[src/rtl/cpu_clock_pkg.sv]
// Shared types and default constants for the CPU clock sequencer.
//   state_e      : sequencer state (IDLE, RUN, STEP)
//   DEF_DIV_HALF : default HF cycles per half slow period
//   DEF_DELAY    : default HF-cycle lag of the delayed slow clock
package cpu_clock_pkg;

  localparam int unsigned DEF_DIV_HALF = 4;
  localparam int unsigned DEF_DELAY    = 2;

  typedef enum logic [1:0] {
    IDLE = 2'd0,
    RUN  = 2'd1,
    STEP = 2'd2
  } state_e;

endpackage

[src/rtl/clk_delay_line.sv]
// DELAY-deep shift register producing a delayed copy of its input.
//   clk_i     : HF clock
//   rst_ni    : synchronous active-low clear
//   d_i       : bit shifted in every cycle
//   dly_o     : d_i delayed DELAY cycles (d_i itself when DELAY = 0)
//   any_nxt_o : any bit of the line will be set after the coming edge
module clk_delay_line #(
  parameter int unsigned DELAY = 2
) (
  input  logic clk_i,
  input  logic rst_ni,
  input  logic d_i,
  output logic dly_o,
  output logic any_nxt_o
);

  if (DELAY == 0) begin : g_bypass
    assign dly_o     = d_i;
    assign any_nxt_o = 1'b0;
  end else begin : g_line
    logic [DELAY-1:0] sr_q;
    logic [DELAY-1:0] sr_d;

    // Shift towards the MSB; truncation drops the bit leaving the line.
    always_comb begin
      sr_d = '0;
      if (rst_ni) sr_d = DELAY'({sr_q, d_i});
    end

    always_ff @(posedge clk_i) begin
      sr_q <= sr_d;
    end

    assign dly_o     = sr_q[DELAY-1];
    assign any_nxt_o = |sr_d;
  end

endmodule

[src/rtl/cpu_clock_sequencer.sv]
// Slow CPU clock generator with run / halt / single-step sequencing.
//   i_CLK       : HF clock;  i_RST_N : synchronous active-low reset
//   i_RUN       : free-run request (level)
//   i_STEP      : one-period request (pulse, ignored unless idle)
//   o_CLK       : slow clock, high for the first DIV_HALF cycles of a period
//   o_CLK_DLY   : o_CLK delayed by DELAY HF cycles
//   o_RISE      : first cycle of each high phase
//   o_FALL      : first cycle of each low phase
//   o_BUSY      : sequencer active or delayed clock still draining
//   o_CYCLE_CNT : wrapping count of periods started
module cpu_clock_sequencer
  import cpu_clock_pkg::*;
#(
  parameter int unsigned DIV_HALF = DEF_DIV_HALF,
  parameter int unsigned DELAY    = DEF_DELAY,
  parameter int unsigned CNT_W    = 16
) (
  input  logic             i_CLK,
  input  logic             i_RST_N,
  input  logic             i_RUN,
  input  logic             i_STEP,
  output logic             o_CLK,
  output logic             o_CLK_DLY,
  output logic             o_RISE,
  output logic             o_FALL,
  output logic             o_BUSY,
  output logic [CNT_W-1:0] o_CYCLE_CNT
);

  localparam int unsigned PERIOD = 2 * DIV_HALF;
  localparam int unsigned CW     = $clog2(PERIOD);
  localparam logic [CW-1:0] LAST = CW'(PERIOD - 1);
  localparam logic [CW-1:0] HALF = CW'(DIV_HALF);

  state_e           state_q, state_d;
  logic [CW-1:0]    cnt_q, cnt_d;
  logic [CNT_W-1:0] cyc_q, cyc_d;
  logic             clk_q, clk_d;
  logic             rise_q, rise_d;
  logic             fall_q, fall_d;
  logic             busy_q, busy_d;
  logic             start;
  logic             dly_any_nxt;

  // Next-state: periods start from IDLE or at a wrap with i_RUN held.
  always_comb begin
    state_d = state_q;
    start   = 1'b0;
    unique case (state_q)
      IDLE: begin
        if (i_RUN) begin
          state_d = RUN;
          start   = 1'b1;
        end else if (i_STEP) begin
          state_d = STEP;
          start   = 1'b1;
        end
      end
      default: begin
        if (cnt_q == LAST) begin
          if (i_RUN) begin
            state_d = RUN;
            start   = 1'b1;
          end else begin
            state_d = IDLE;
          end
        end
      end
    endcase

    cnt_d  = (state_q != IDLE && cnt_q != LAST) ? cnt_q + CW'(1) : '0;
    cyc_d  = start ? cyc_q + CNT_W'(1) : cyc_q;
    clk_d  = (state_d != IDLE) && (cnt_d < HALF);
    rise_d = clk_d & ~clk_q;
    fall_d = ~clk_d & clk_q;
    busy_d = (state_d != IDLE) | dly_any_nxt;
  end

  always_ff @(posedge i_CLK) begin
    if (!i_RST_N) begin
      state_q <= IDLE;
      cnt_q   <= '0;
      cyc_q   <= '0;
      clk_q   <= 1'b0;
      rise_q  <= 1'b0;
      fall_q  <= 1'b0;
      busy_q  <= 1'b0;
    end else begin
      state_q <= state_d;
      cnt_q   <= cnt_d;
      cyc_q   <= cyc_d;
      clk_q   <= clk_d;
      rise_q  <= rise_d;
      fall_q  <= fall_d;
      busy_q  <= busy_d;
    end
  end

  // Fed by the registered slow clock so the lag is exact in HF cycles.
  clk_delay_line #(
    .DELAY (DELAY)
  ) u_dly (
    .clk_i     (i_CLK),
    .rst_ni    (i_RST_N),
    .d_i       (clk_q),
    .dly_o     (o_CLK_DLY),
    .any_nxt_o (dly_any_nxt)
  );

  assign o_CLK       = clk_q;
  assign o_RISE      = rise_q;
  assign o_FALL      = fall_q;
  assign o_BUSY      = busy_q;
  assign o_CYCLE_CNT = cyc_q;

endmodule

[config.mk]
export PLATFORM = sky130hd
export DESIGN_NAME = cpu_clock_sequencer
export DESIGN_NICKNAME = d
export VERILOG_FILES = /design/src/rtl/cpu_clock_pkg.sv /design/src/rtl/clk_delay_line.sv /design/src/rtl/cpu_clock_sequencer.sv
export SDC_FILE = /design/constraint.sdc
export NUM_CORES = 1
export LEC_CHECK = 0
export BUFFER_PORTS_ARGS = -buffer_cell sky130_fd_sc_hd__buf_2
export CAP_MARGIN = 20
export CELL_PAD_IN_SITES_DETAIL_PLACEMENT = 0
export CELL_PAD_IN_SITES_GLOBAL_PLACEMENT = 1
export CORE_MARGIN = 5
export CORE_UTILIZATION = 39
export DETAILED_ROUTE_END_ITERATION = 7
export PLACE_DENSITY = 0.75
export SETUP_SLACK_MARGIN = 0.05
export SLEW_MARGIN = 20
export SYNTH_ARGS = -nofsm -noshare
export SYNTH_HDL_FRONTEND = slang
export SYNTH_SLANG_ARGS = --single-unit
[constraint.sdc]
create_clock -name i_CLK -period 2.45 [get_ports i_CLK]
set_clock_uncertainty 0.2 [all_clocks]
set_input_delay 0.1225 -clock i_CLK [delete_from_list [all_inputs] [get_ports i_CLK]]
set_output_delay 0.1225 -clock i_CLK [all_outputs]
set_load 0.02 [all_outputs]
==> summary.md <==
| Metric | Value |
|---|---|
| Status | `finished clean` |
| Post-synth top flop | `dfxtp_1` |
| Cell with the most instances after synthesis | `dfxtp_1` |
| GR Overflow Total | `0` |
| Core area | `2980 µm²` |
| Port-buffer cells | `24` |
| Share of layout cells above drive strength 1 | `0.199` |
| CP startpoint kind | `flip-flop` |
| Nets | `160` |
| P&R area growth vs syn | `16.6%` |
| Final hold vios | `0` |
| Most frequent cells after synthesis | `dfxtp_1, a21oi_1, nor2_1` |
| Post-layout power | `0.755 mW` |
| Area post-placement | `1320 µm²` |
| Worst Path Buf+Inv | `0` |
| Dpl ws | `0.343 ns` |
| Sequential-to-total area share from yosys stat | `0.461` |
| WP data arrival | `2.17 ns` |
| CTS tree | `yes` |
| Area leader, netlist | `dfxtp_1` |
| First-pass GRT wire length | `3.83 mm` |
| Post-CTS Resized | `0` |
| TritonRoute pass-1 iters | `4` |
| Antenna Nets Post-Route | `0` |
| Die Y | `64.9 µm` |
| Max-Cap Viols | `0` |
| Asr flop ratio synth | `0` |
| Clock slew at reported path FFs | `0.16 ns` |
| Setup TNS | `0 ns` |
| Syn_area_per_cell | `9.39 µm²` |
| CP max stage cell | `or4_1` |
| Final wirelength | `2.21 mm` |
| Crit-path leading delay family | `simple AND/OR/NAND/NOR gates` |
| Final Non-Filler Cells | `184` |
| Synth unique cells | `33` |
| Yosys synthesis warning count | `0` |
| RSZ-0062 raised after global routing | `false` |
| Starting Density | `0.394` |
| Worst slew margin | `0.578` |
| Worst path most repeated cell | `ha_1` |
| Final setup fails | `0` |
| Multi-input gate area in the final layout | `597 µm²` |
| WS Path Type | `reg -> reg` |
| Post-synth EDFFs | `0` |
| Hold Crit Class | `in -> reg` |
| CTS hold repair buffers | `2` |
| Sequential Area | `541 µm²` |
| Synthesized area | `1170 µm²` |
| Fin. max-slew vios | `0` |
| Top post-synthesis cells by area | `dfxtp_1, a21oi_1, xor2_1` |
| Count of state elements after synthesis | `27` |
| Max stage delay on crit path | `0.50 ns` |
| DP Cell Count | `178` |
| Worst VDD drop | `0.330 mV` |
| Yosys top cell area share | `0.461` |
| Worst Path Required | `2.52 ns` |
| H-tree level count | `1` |
| Chip width | `64.9 µm` |
| WL per Instance | `12.0 µm` |
| Core Util, Final | `0.460` |
| TritonCTS buffer count | `3` |
| Row count | `20` |
| Final worst slack | `0.350 ns` |
| Fill cells | `297` |
| Syn_nets | `133` |
| Clk_lat worst skew | `0.33 ns` |
| Final period utilization | `0.857` |
| Crit. End Element | `flip-flop` |
| DRC | `0` |
| Initial antenna violation count | `0` |
| Vias in the first global route | `884` |
| Final GP Congestion | `0.753` |
| Post-DP HPWL | `1.62 mm` |
| Post-Synthesis Cells | `125` |
| Cell Chain, Critical Path | `ha_1, ha_1, o2bb2ai_4, nand4_4, or4_1, a21oi_1` |
| Fmax | `0.476 GHz` |
| CP Max Fanout | `9` |
| Largest net degree at the start of global routing | `21` |
| Hold WS | `0.0162 ns` |
| Final Instance Area | `1370 µm²` |
| Worst Tran Pin Value | `0.632 ns` |
| Root buffer cell | `clkbuf_4` |
| I/O pins | `25` |
| DIE AREA | `4210 µm²` |
| Overall Global Routing Usage | `0.113` |
| Clock buffer depth | `2` |
| Period minus WS final | `2.10 ns` |
| Inserted Diodes | `0` |
| Total number of vias | `956` |
| Static Leakage | `0.578 nW` |
| Post-DR vias/cell | `5.20` |
| Clock sink total | `27` |
| Iteration-0 DRC Markers | `53` |
| Post-CTS Setup Bufs | `0` |
| Pwr dens | `552 nW/µm²` |
[path summary, 6_finish.rpt]
path | startpoint | end | depth (start not counted) | slack, ns
worst min-delay path | i_STEP | state_q[1] | 4 | 0.02
worst min register to register | cnt_q[0] | cnt_q[0] | 1 | 0.25
worst max register to register | cnt_q[0] | o_CYCLE_CNT[15] | 6 | 0.35
worst max-delay path | cnt_q[0] | o_CYCLE_CNT[15] | 6 | 0.35
[logic make-up (layout without fill, tap and decap cells)]
family          after synthesis  count (layout)  synth area share
buf+inv                       9              35            0.0309
mux                           1               1           0.00853
fa+ha+maj                     4               4            0.0426
simple gates                 53              53             0.271
xor+xnor                      7               7            0.0522
flops                        27              27             0.461
compound gates               24              24             0.134
[report_power, final]
group | leakage [nW] | internal [mW] | switching (mW) | total [mW]
Combinational | 0.340 | 0.0291 | 0.0472 | 0.0762
Sequential | 0.220 | 0.455 | 0.0150 | 0.470
Clock | 0.0183 | 0.0665 | 0.142 | 0.209
[layout by cell type, fill, tap and decap left out, types with 2 or more instances in the layout]
| cell | Yosys | layout |
|---|---|---|
| dfxtp_1 | 27 | 27 |
| buf_2 | 2 | 24 |
| a21oi_1 | 11 | 11 |
| nor2_1 | 10 | 10 |
| o21ai_0 | 8 | 8 |
| or3_1 | 7 | 7 |
| xor2_1 | 6 | 6 |
| inv_1 | 5 | 5 |
| nand4_1 | 5 | 5 |
| nand3_1 | 5 | 5 |
| nand2_1 | 5 | 5 |
| and2_1 | 4 | 4 |
| ha_1 | 4 | 4 |
| clkbuf_4 | 0 | 3 |
| and4_1 | 2 | 2 |
| nor4b_1 | 2 | 2 |
| and3_1 | 2 | 2 |
| nor3b_1 | 2 | 2 |
| nor3_1 | 2 | 2 |
| dlygate4sd3_1 | 0 | 2 |
[cell type report]
| class | count | area share |
|---|---|---|
| Multi-Input combinational cell | 89 | 0.436 |
| Clock inverter | 1 | 0.00640 |
| Timing Repair Buffer | 26 | 0.102 |
| Sequential cell | 27 | 0.395 |
| Clock buffer | 3 | 0.0165 |
| Tap cell | 33 | 0.0302 |
| Inverter | 5 | 0.0137 |
[per-layer routing]
layer,vias to the layer above,routed length (µm),track usage
met1,440,1060,0.144
met2,11,1050,0.185
li1,503,-,-
met3,2,92,0.0295
met4,0,13,0.0396
met5,-,0,0
[worst reg2reg max path, stage by stage (launching register included)]
cell	delay (ns)
dfxtp_1	0.36
ha_1	0.17
ha_1	0.26
o2bb2ai_4	0.21
nand4_4	0.21
or4_1	0.50
a21oi_1	0.14
[flip-flops by register name, indices dropped and copies added (netlist names)]
register and count:
o_FALL 1, o_CLK 1, cnt_q 3, o_CYCLE_CNT 16
u_dly.g_line.sr_q 2, o_RISE 1, state_q 2, o_BUSY 1
No activity file was read; power rests on OpenSTA's default activity.
